$ cat config.mk
export PLATFORM = sky130hd
export DESIGN_NAME = alu_arbiter
export DESIGN_NICKNAME = d
export VERILOG_FILES = /design/src/rtl/alu_pkg.sv /design/src/rtl/rr_arbiter.sv /design/src/rtl/alu_arbiter.sv
export SDC_FILE = /design/constraint.sdc
export NUM_CORES = 1
export LEC_CHECK = 0
export CELL_PAD_IN_SITES_DETAIL_PLACEMENT = 2
export CELL_PAD_IN_SITES_GLOBAL_PLACEMENT = 2
export CORE_AREA = 2 2 156 158
export CTS_CLUSTER_SIZE = 8
export DETAILED_ROUTE_END_ITERATION = 8
export DIE_AREA = 0 0 158 160
export PLACE_DENSITY_LB_ADDON = 0.1
export RECOVER_POWER = 25
export SLEW_MARGIN = 25
export SYNTH_ARGS = -nofsm -noshare
export SYNTH_HDL_FRONTEND = slang
export SYNTH_SLANG_ARGS = --single-unit
$ cat constraint.sdc
create_clock -name clk_i -period 4.2 [get_ports clk_i]
set_clock_uncertainty 0.15 [all_clocks]
set_input_delay 1.26 -clock clk_i [delete_from_list [all_inputs] [get_ports clk_i]]
set_output_delay 1.26 -clock clk_i [all_outputs]
set_load 0.005 [all_outputs]
$ cat src/rtl/alu_pkg.sv
// Purpose: ALU op encoding, op width and op-to-instruction decode shared by the ALU and its arbiter.
// Latency: n/a (types and a pure function only).
// Backpressure: n/a.
// Contents: alu_op_t, OP_W, alu_instr_t, to_instr().
package alu_pkg;

  localparam int OP_W = 3;

  typedef enum logic [OP_W-1:0] {
    OP_NOP  = 3'd0,
    OP_ADD  = 3'd1,
    OP_ADDI = 3'd2,
    OP_BEQ  = 3'd3,
    OP_JAL  = 3'd4
  } alu_op_t;

  // Decoded control word consumed by the ALU datapath.
  typedef struct packed {
    logic valid;      // op does real work (not a bubble)
    logic use_imm;    // second operand is imm instead of rs2
    logic is_branch;  // result is a conditional branch target
    logic is_jump;    // result is an unconditional jump target
  } alu_instr_t;

  function automatic alu_instr_t to_instr(alu_op_t op);
    alu_instr_t ins;
    ins = '0;
    case (op)
      OP_ADD:  ins.valid = 1'b1;
      OP_ADDI: begin ins.valid = 1'b1; ins.use_imm = 1'b1; end
      OP_BEQ:  begin ins.valid = 1'b1; ins.use_imm = 1'b1; ins.is_branch = 1'b1; end
      OP_JAL:  begin ins.valid = 1'b1; ins.use_imm = 1'b1; ins.is_jump = 1'b1; end
      default: ins = '0;
    endcase
    return ins;
  endfunction

endpackage

$ cat src/rtl/rr_arbiter.sv
// Purpose: round-robin arbiter, one-hot grant plus index; search starts just after the last winner.
// Latency: grant is combinational from req_i; pointer moves at the edge where advance_i is high.
// Backpressure: none internally; the caller decides via advance_i whether a grant was consumed.
// Ports: clk_i, rstn_i (async active-low), req_i[N], advance_i -> gnt_o[N] one-hot, idx_o[$clog2(N)].
module rr_arbiter #(
  parameter int N = 2
) (
  input  logic                 clk_i,
  input  logic                 rstn_i,
  input  logic [N-1:0]         req_i,
  input  logic                 advance_i,
  output logic [N-1:0]         gnt_o,
  output logic [$clog2(N)-1:0] idx_o
);

  localparam int IW = $clog2(N);
  // One extra bit so last+offset never overflows before the single wrap subtraction.
  localparam int CW = IW + 1;

  logic [IW-1:0] last_q, last_d;
  logic [CW-1:0] cand;
  logic          found;

  always_comb begin
    gnt_o = '0;
    idx_o = '0;
    found = 1'b0;
    cand  = '0;
    for (int k = 0; k < N; k++) begin
      cand = {1'b0, last_q} + CW'(k + 1);
      if (cand >= CW'(N)) cand = cand - CW'(N);
      if (!found && req_i[cand[IW-1:0]]) begin
        found                 = 1'b1;
        gnt_o[cand[IW-1:0]]   = 1'b1;
        idx_o                 = cand[IW-1:0];
      end
    end
  end

  assign last_d = advance_i ? idx_o : last_q;

  // Reset to N-1 so requester 0 is scanned first.
  always_ff @(posedge clk_i or negedge rstn_i) begin
    if (!rstn_i) last_q <= IW'(N - 1);
    else         last_q <= last_d;
  end

endmodule

$ cat src/rtl/alu_arbiter.sv
// Purpose: shares one registered-result ALU between N_REQ requesters with round-robin grant.
// Latency: accept (req_valid&req_ready) in cycle N -> rsp_valid in cycle N+2.
// Backpressure: a requester with an op in flight or an unconsumed response is not granted.
// Ports: clk_i, rstn_i; req_{valid,op,rs1_v,rs2_v,imm}_i / req_ready_o per requester;
//        alu_{op,rs1_v,rs2_v,imm}_o to ALU, alu_result_i back; rsp_{valid,data}_o / rsp_ready_i.
module alu_arbiter
  import alu_pkg::*;
#(
  parameter int N_REQ = 2
) (
  input  logic                   clk_i,
  input  logic                   rstn_i,
  input  logic [N_REQ-1:0]       req_valid_i,
  output logic [N_REQ-1:0]       req_ready_o,
  input  alu_op_t [N_REQ-1:0]    req_op_i,
  input  logic [N_REQ-1:0][31:0] req_rs1_v_i,
  input  logic [N_REQ-1:0][31:0] req_rs2_v_i,
  input  logic [N_REQ-1:0][31:0] req_imm_i,
  output alu_op_t                alu_op_o,
  output logic [31:0]            alu_rs1_v_o,
  output logic [31:0]            alu_rs2_v_o,
  output logic [31:0]            alu_imm_o,
  input  logic [31:0]            alu_result_i,
  output logic [N_REQ-1:0]       rsp_valid_o,
  input  logic [N_REQ-1:0]       rsp_ready_i,
  output logic [N_REQ-1:0][31:0] rsp_data_o
);

  localparam int TAG_W = $clog2(N_REQ);

  logic                   inflight_v_q, inflight_v_d;
  logic [TAG_W-1:0]       inflight_tag_q, inflight_tag_d;
  logic [N_REQ-1:0]       rsp_full_q, rsp_full_d;
  logic [N_REQ-1:0][31:0] rsp_data_q, rsp_data_d;

  logic [N_REQ-1:0]       elig;
  logic [N_REQ-1:0]       gnt;
  logic [TAG_W-1:0]       gnt_idx;
  logic                   gnt_any;

  // A requester may have only one op outstanding: either in the ALU or parked in its buffer.
  // A pop this cycle does not make the requester eligible until the next cycle.
  always_comb begin
    elig = '0;
    for (int i = 0; i < N_REQ; i++) begin
      elig[i] = req_valid_i[i] & ~rsp_full_q[i]
              & ~(inflight_v_q && (inflight_tag_q == TAG_W'(i)));
    end
  end

  assign gnt_any = |elig;

  rr_arbiter #(.N(N_REQ)) u_rr (
    .clk_i     (clk_i),
    .rstn_i    (rstn_i),
    .req_i     (elig),
    .advance_i (gnt_any),
    .gnt_o     (gnt),
    .idx_o     (gnt_idx)
  );

  assign req_ready_o = gnt;

  // Operand mux; bubbles are driven as NOP with zero operands.
  always_comb begin
    alu_op_o    = OP_NOP;
    alu_rs1_v_o = '0;
    alu_rs2_v_o = '0;
    alu_imm_o   = '0;
    if (gnt_any) begin
      alu_op_o    = req_op_i[gnt_idx];
      alu_rs1_v_o = req_rs1_v_i[gnt_idx];
      alu_rs2_v_o = req_rs2_v_i[gnt_idx];
      alu_imm_o   = req_imm_i[gnt_idx];
    end
  end

  // Write into a buffer and pop of the same buffer never coincide: the write targets a
  // requester that was empty when granted, and it stays blocked until the write lands.
  always_comb begin
    inflight_v_d   = gnt_any;
    inflight_tag_d = gnt_any ? gnt_idx : inflight_tag_q;
    rsp_full_d     = rsp_full_q & ~rsp_ready_i;
    rsp_data_d     = rsp_data_q;
    if (inflight_v_q) begin
      rsp_full_d[inflight_tag_q] = 1'b1;
      rsp_data_d[inflight_tag_q] = alu_result_i;
    end
  end

  always_ff @(posedge clk_i or negedge rstn_i) begin
    if (!rstn_i) begin
      inflight_v_q   <= 1'b0;
      inflight_tag_q <= '0;
      rsp_full_q     <= '0;
      rsp_data_q     <= '0;
    end else begin
      inflight_v_q   <= inflight_v_d;
      inflight_tag_q <= inflight_tag_d;
      rsp_full_q     <= rsp_full_d;
      rsp_data_q     <= rsp_data_d;
    end
  end

  assign rsp_valid_o = rsp_full_q;
  assign rsp_data_o  = rsp_data_q;

endmodule

==> summary.md, run 1 <==
| Metric | Value |
|---|---|
| Worst relative slew slack | -45.7% |
| Leakage | 3.73 nW |
| Critical path class | input pin to output pin |
| Post-CTS Hold Fix Bufs | 0 |
| Failing checks | capacitance limit, slew limit |
| Clock Path Buffers | 2 |
| Ys async rst share | between 90% and 100% |
| Post-DP Area | ~8200 sq um |
| Post-Synthesis Cells | 281 |
| Nets@finish | approximately 950 |
| Synth top area cells | dfrtp_1, a22o_1, mux2_2 |
| Root Driver | clkbuf_16 |
| PwrDens | about 630 nW/um^2 |
| RSZ-0062 raised after global routing | no |
| DRT Wirelength | about 24 mm |
| CTS tree | yes |
| P&R area growth vs syn | 133% |
| Syn Area/Cell | approximately 13 sq um |
| Layout Cells excl Fill | between 1000 and 1500 |
| Worst path most repeated cell | dlygate4sd2_1 |
| Arr. time, crit path | 2.71 ns |
| Die W | approximately 160 um |
| Post-synthesis sequential area ratio | between 40% and 50% |
| Top delay family on crit path | buffers and inverters |
| Post-Place Setup Slack | -0.513 ns |
| Unique masters post-synth | 18 |
| #FFs+latches synth | 69 |
| # fillers | around 2600 |
| Data required, critical path | 2.79 ns |
| TritonCTS Buffers | 9 |
| Grt ovf | 0 |
| Worst Hold Class | flop to flop |
| # DRC | 0 |
| Syn Nets | ~520 |
| Final setup vio count | 0 |
| Post-layout minimum cycle time | between 4 and 5 ns |
| Setup TNS | 0 ns |
| Final core occ | around 36% |
| First-pass DRT Iterations | 4 |
| Synthesis Warnings | 0 |
| Average wire per standard cell | ~23 um |
| Max-cap violation count | 2 |
| Clk Latency, worst-skew pair | 0.33 ns |
| DR iter-0 viols | around 150 |
| Layout cells sized above 1 | a little over a quarter |
| Main synth FF type | dfrtp_1 |
| Vias | around 4400 |
| VDD IR max | approximately 0.29 mV |
| CP max stage cell | dlygate4sd2_1 |
| CTS sink cnt | slightly below 70 |
| F_max | 243 MHz |
| Die area | between 20000 and 30000 sq um |
| Vias in the first global route | roughly 5000 |
| Post-DRT Antenna Nets | 0 |
| Fin area | 8660 sq um |
| Measured slew at the worst slew-check pin | between 2 and 2.5 ns |
| Share of the synthesized area in the top cell type | between 40 and 50% |
| Crit. End Element | output pin |
| R2R Setup Slk | approximately 1.2 ns |
| Post-detail-place hpwl | between 15 and 20 mm |
| Max FO, Critical Path | 7 |
| Worst path max stage delay | roughly 0.28 ns |
| H-tree levels | 3 |
| Die Y | 160 um |
| Initial antenna violation count | 12 |
| Outcome | finished, violations left |
| First-pass GRT wire length | between 30 and 40 mm |
| Final Max Tran Viols | 70 |
| Pin count of the biggest net entering global routing | 37 |
| Number of I/O pins | around 400 |
| PortBufs | 402 |
| Post-synth EDFFs | 0 |
| Setup WS post-layout | roughly 0.08 ns |
| Post-Syn Area | ~3700 sq um |
| Effective utilization at floorplan | around 16% |
| Fin crit share | 98.1% |
| Final Hold Vio Count | 0 |
| Clk slew on worst S/H paths | ~0.060 ns |
| # placed instances | about 1000 |
| Num rows | 57 |
| Via/cell ratio | around 4.2 |
| GRT Resource Usage Total | 18.2% |
| Routability cong. | approximately 0.83 |
| Leading area contributor after synthesis | dfrtp_1 |
| Core box area | roughly 24000 sq um |
| Buf/Inv on CP | 5 |
| Crit path launch type | input pin |
| Crit path cell chain | dlygate4sd2_1, nor2b_4, a211oi_4, buf_4, buf_6, buf_16, a22o_1, dlygate4sd2_1 |
[sequential cells by signal (all words and copies together), names as in the netlist]
signal          count
rsp_valid_o         2
inflight_tag_q      1
inflight_v_q        1
u_rr.last_q         1
rsp_data_o         64
[cells in the final DEF, fill, tap and decap left out, types with 2 or more instances in the layout]
cell type        instances
dfrtp_1                 68
dlygate4sd3_1           30
clkbuf_16               10
a22o_4                   2
mux2_2                  64
buf_12                  17
inv_1                    3
clkdlybuf4s50_1        268
clkdlybuf4s15_1         12
bufinv_16                2
nand2_1                  3
clkbuf_2                22
o21ai_0                  5
dlygate4sd2_1           30
buf_6                    6
buf_8                    2
a22o_1                  97
diode_2                 11
clkinv_2                 2
bufbuf_16                2
clkbuf_1                 2
clkdlybuf4s15_2          4
buf_2                   33
buf_4                   15
buf_16                   3
[cell families after synthesis]
kind of cell | count (synthesis) | share of synthesized area (%)
compound gates | 108 | 25.0
buf+inv | 32 | 7.81
flops | 69 | 46.5
mux | 64 | 19.4
simple gates | 8 | 1.28
[Yosys cell counts (2+ instances only)]
master,count
buf_6,21
o21ai_0,5
mux2_2,64
nand2_1,3
nor2b_1,2
dfrtp_1,68
buf_2,7
a22o_1,99
inv_1,3
[report_power, final]
group / switching (mW) / internal [mW] / total (mW) / leakage (nW)
sequential: 0.193 / 1.02 / 1.21 / 0.809
combinational: 1.27 / 2.17 / 3.44 / 2.77
clock: 0.288 / 0.535 / 0.823 / 0.159
[stage by stage]
step	hold slack, ns	total power [mW]
floorplan	0.335	2.53
global placement	0.337	4.56
detailed placement	0.343	4.62
CTS	0.357	5.66
global route	0.370	5.85
finish	0.354	5.47
[final timing paths]
path | start | to | cells after the start
setup / recovery | req_valid_i[1] | alu_imm_o[30] | 8
hold / removal | rsp_data_o[4] | rsp_data_o[4] | 1
setup reg to reg | inflight_v_q | rsp_data_o[23] | 3
hold reg to reg | rsp_data_o[4] | rsp_data_o[4] | 1
max in group asynchronous | rstn_i | rsp_data_o[55] | 2
min in group asynchronous | rstn_i | rsp_data_o[14] | 1
[layer usage]
metal / GRT usage (%) / vias to the layer above / part of all wire, %
met2: 33.7 / 202 / 53
met1: 18.7 / 2178 / 36
met4: 5.57 / 2 / 1.8
met5: 0 / - / 0.046
li1: - / 1972 / -
met3: 6.92 / 23 / 9.1
[cell type report]
cell class / count / area [sq um] / share of cell area (%)
multi-input cells: 180 / 1740 / 20.1
diodes: 11 / 27.5 / 0.318
inverters: 3 / 11.3 / 0.130
flip-flops and latches: 69 / 1730 / 20.0
clock buffers: 10 / 239 / 2.76
well taps: 324 / 405 / 4.68
clock inverters: 6 / 86.3 / 0.997
repair buffers: 447 / 4420 / 51.0
[repair_timing]
| action | in CTS | in global routing |
|---|---|---|
| pin swaps | 5 | 8 |
| resized for setup | 235 | 47 |
| buffers inserted | 22 | 0 |
| setup endpoints to repair | 101 | 78 |
| gates cloned | 6 | 1 |
Power figures use the tool's default switching activity.
==> run 2, diff against run 1 <==
--- a/config.mk
+++ b/config.mk
@@ -8,9 +8,10 @@
 export CELL_PAD_IN_SITES_DETAIL_PLACEMENT = 2
 export CELL_PAD_IN_SITES_GLOBAL_PLACEMENT = 2
 export CORE_AREA = 2 2 156 158
-export CTS_CLUSTER_SIZE = 8
+export CTS_CLUSTER_SIZE = 16
 export DETAILED_ROUTE_END_ITERATION = 8
 export DIE_AREA = 0 0 158 160
+export HOLD_SLACK_MARGIN = 0.03
 export PLACE_DENSITY_LB_ADDON = 0.1
 export RECOVER_POWER = 25
 export SLEW_MARGIN = 25
==> results of run 2 <==
No change in the layout: final DEF, timing and power equal those of run 1.
==> run 3, diff against run 2 <==
--- a/config.mk
+++ b/config.mk
@@ -5,14 +5,11 @@
 export SDC_FILE = /design/constraint.sdc
 export NUM_CORES = 1
 export LEC_CHECK = 0
-export CELL_PAD_IN_SITES_DETAIL_PLACEMENT = 2
-export CELL_PAD_IN_SITES_GLOBAL_PLACEMENT = 2
-export CORE_AREA = 2 2 156 158
+export CORE_AREA = 2 2 155 157
 export CTS_CLUSTER_SIZE = 16
 export DETAILED_ROUTE_END_ITERATION = 8
-export DIE_AREA = 0 0 158 160
+export DIE_AREA = 0 0 157 159
 export HOLD_SLACK_MARGIN = 0.03
-export PLACE_DENSITY_LB_ADDON = 0.1
 export RECOVER_POWER = 25
 export SLEW_MARGIN = 25
 export SYNTH_ARGS = -nofsm -noshare
==> run 3 against run 2 <==
  * The flow finishes with violations (capacitance limit, slew limit, setup timing)
  * Combinational power grew 10%
  * Final area grew 5.1%
  * Fmax shrank 3.3%
  * Sequential power is essentially flat
  * Largest cell class unchanged
  * Largest power group unchanged
==> summary.md, run 3 (synthesized netlist as in run 1, its figures left out) <==
| Metric | Value |
|---|---|
| Critical path class | input pin to output pin |
| Effective utilization at floorplan | 16.0% (+0.42 points) |
| Routability cong. | 0.812 (-2.2%) |
| GRT Resource Usage Total | 17.2% (-1.0 points) |
| Measured slew at the worst slew-check pin | 2.22 ns (+0.0309 ns) |
| Vias | 4334 (-0.98%) |
| Commonest non-fill, non-tap cell in the layout | clkdlybuf4s50_1 |
| Failing checks | capacitance limit, slew limit, setup timing |
| Layout cells sized above 1 | 27.7% (+0.83 points) |
| Crit path launch type | input pin |
| Post-DRT Antenna Nets | 0 (unchanged) |
| PortBufs | 402 (unchanged) |
| Max-cap violation count | 2 (unchanged) |
| Clock Path Buffers | 2 (unchanged) |
| Initial antenna violation count | 5 (-7) |
| Post-layout minimum cycle time | 4.26 ns (+0.139 ns) |
| Leakage | 3.96 nW (+6.1%) |
| Average wire per standard cell | 21.6 um (-5.3%) |
| Final Max Tran Viols | 72 (+2.9%) |
| H-tree levels | 3 (unchanged) |
| Die W | 157 um (-0.63%) |
| Final setup vio count | 24 (+24) |
| Number of I/O pins | 403 (unchanged) |
| Nets@finish | 969 (+2.4%) |
| Grt ovf | 0 (unchanged) |
| P&R area growth vs syn | 145% |
| # fillers | 2300 (-10%) |
| Worst path most repeated cell | buf_12 |
| Final Hold Vio Count | 0 (unchanged) |
| Setup WS post-layout | -0.0574 ns (-0.139 ns) |
| Outcome | finished, violations left |
| Hold slack | 0.354 ns (-0.000376 ns) |
| Worst relative slew slack | -47.7% (-2.1 points) |
| PwrDens | 640 nW/um^2 (+1.2%) |
| Data required, critical path | 2.79 ns (about the same) |
| Clk Latency, worst-skew pair | 0.33 ns (about the same) |
| Fin crit share | 101% (+3.3 points) |
| First-pass DRT Iterations | 4 (unchanged) |
| Die Y | 159 um (-0.63%) |
| Post-detail-place hpwl | 17.5 mm (-8.4%) |
| Root Driver | clkbuf_16 |
| Worst path max stage delay | 0.37 ns (+0.09 ns) |
| Num rows | 56 (-1.8%) |
| Crit path cell chain | buf_6, nand2b_4, buf_6, o311a_4, buf_12, buf_12, buf_16, buf_8, a22o_4, buf_12 |
| Final core occ | 39.2% (+2.9 points) |
| Max reg flops | 64 (unchanged) |
| Fin area | 9100 sq um (+5.1%) |
| Arr. time, crit path | 2.85 ns (+0.14 ns) |
| Vias in the first global route | 4669 (-6.7%) |
| First-pass GRT wire length | 31.2 mm (-8.0%) |
| R2R Setup Slk | 1.10 ns (-0.05 ns) |
| Post-CTS Hold Fix Bufs | 0 (unchanged) |
| CP max stage cell | o311a_4 |
| Post-DP Area | 8140 sq um (-0.32%) |
| VDD IR max | 0.372 mV (+28%) |
| Post-Place Setup Slack | -0.538 ns (-0.0245 ns) |
| Worst Hold Class | flop to flop |
| DR iter-0 viols | 128 (-13%) |
| Max FO, Critical Path | 8 (+1) |
| Most frequent cells in the layout | clkdlybuf4s50_1, a22o_1, dfrtp_1, mux2_2, dlygate4sd2_1 |
| TritonCTS Buffers | 9 (unchanged) |
| CTS tree | yes |
| Via/cell ratio | 4.09 (-1.9%) |
| F_max | 235 MHz (-3.3%) |
| CTS sink cnt | 69 (unchanged) |
| Crit. End Element | output pin |
| Clk slew on worst S/H paths | 0.06 ns (about the same) |
| RSZ-0062 raised after global routing | yes |
| Pin count of the biggest net entering global routing | 37 (unchanged) |
| Die area | 25000 sq um (-1.3%) |
| DRT Wirelength | 22.9 mm (-4.4%) |
| Core box area | 23200 sq um (-2.6%) |
| # DRC | 0 (unchanged) |
[run 3: changes by cell type in the layout (fill, tap and decap cells not counted), moves of 7 or more]
cell	change
buf_6	+7
diode_2	-7
buf_4	+15
clkbuf_2	-8
buf_2	-15
[run 3: power by group]
group | internal [mW] | switching (mW) | total (mW)
clock network | 0.532 | 0.289 | 0.821
registers | 1.02 | 0.187 | 1.20
logic | 2.44 | 1.36 | 3.79
total | 3.98 | 1.83 | 5.82
[run 3: worst paths after layout]
path,start,end,depth (start not counted)
setup / recovery,req_valid_i[0],alu_rs2_v_o[8],10
hold / removal,rsp_data_o[2],rsp_data_o[2],1
setup reg to reg,inflight_v_q,rsp_data_o[8],3
hold reg to reg,rsp_data_o[2],rsp_data_o[2],1
max in group asynchronous,rstn_i,rsp_valid_o[0],1
min in group asynchronous,rstn_i,rsp_data_o[17],1
[run 3: metrics by stage]
step / instances / TNS (ns) / total power, mW
after floorplan: 281 / 0 / 2.53
after global placement: 992 / -41.68 / 4.53
after detailed placement: 992 / -44.24 / 4.57
after CTS: 1043 / -1.14 / 5.81
after global routing: 1059 / -1.46 / 6.17
final: 1060 / -0.438 / 5.82
[run 3: final cells by class]
| type | instances | area [sq um] | share of cell area [%] |
|---|---|---|---|
| flip-flops and latches | 69 | 1730 | 19.0 |
| clock buffers | 11 | 243 | 2.67 |
| repair buffers | 470 | 4860 | 53.4 |
| inverters | 3 | 11.3 | 0.124 |
| clock inverters | 4 | 72.6 | 0.798 |
| multi-input cells | 180 | 1780 | 19.5 |
| diodes | 4 | 10.0 | 0.110 |
| well taps | 319 | 399 | 4.39 |
[run 3: metal layers]
metal	wire length, um	track usage, %	share of wire (%)	vias to the layer above
li1	-	-	-	2013
met1	8660	19.2	38	2059
met2	11500	30.2	50	239
met3	2400	7.10	10	21
met4	299	4.09	1.3	2
met5	16	0	0.070	-
[run 3: repair_timing]
action | in CTS | in global routing
buffers inserted | 26 | 13
gates resized for setup | 203 | 53
endpoints found under the setup margin | 101 | 61
cloned | 10 | 1
pin swaps | 15 | 16
hold endpoints to repair | 0 | 0
[run 3: worst max-delay path: cells and delay by family]
family / cells / cell delay, ns
AO/OA/AOI/OAI: 2 / 0.63
buffers and inverters: 7 / 0.87
AND/OR/NAND/NOR: 1 / 0.06
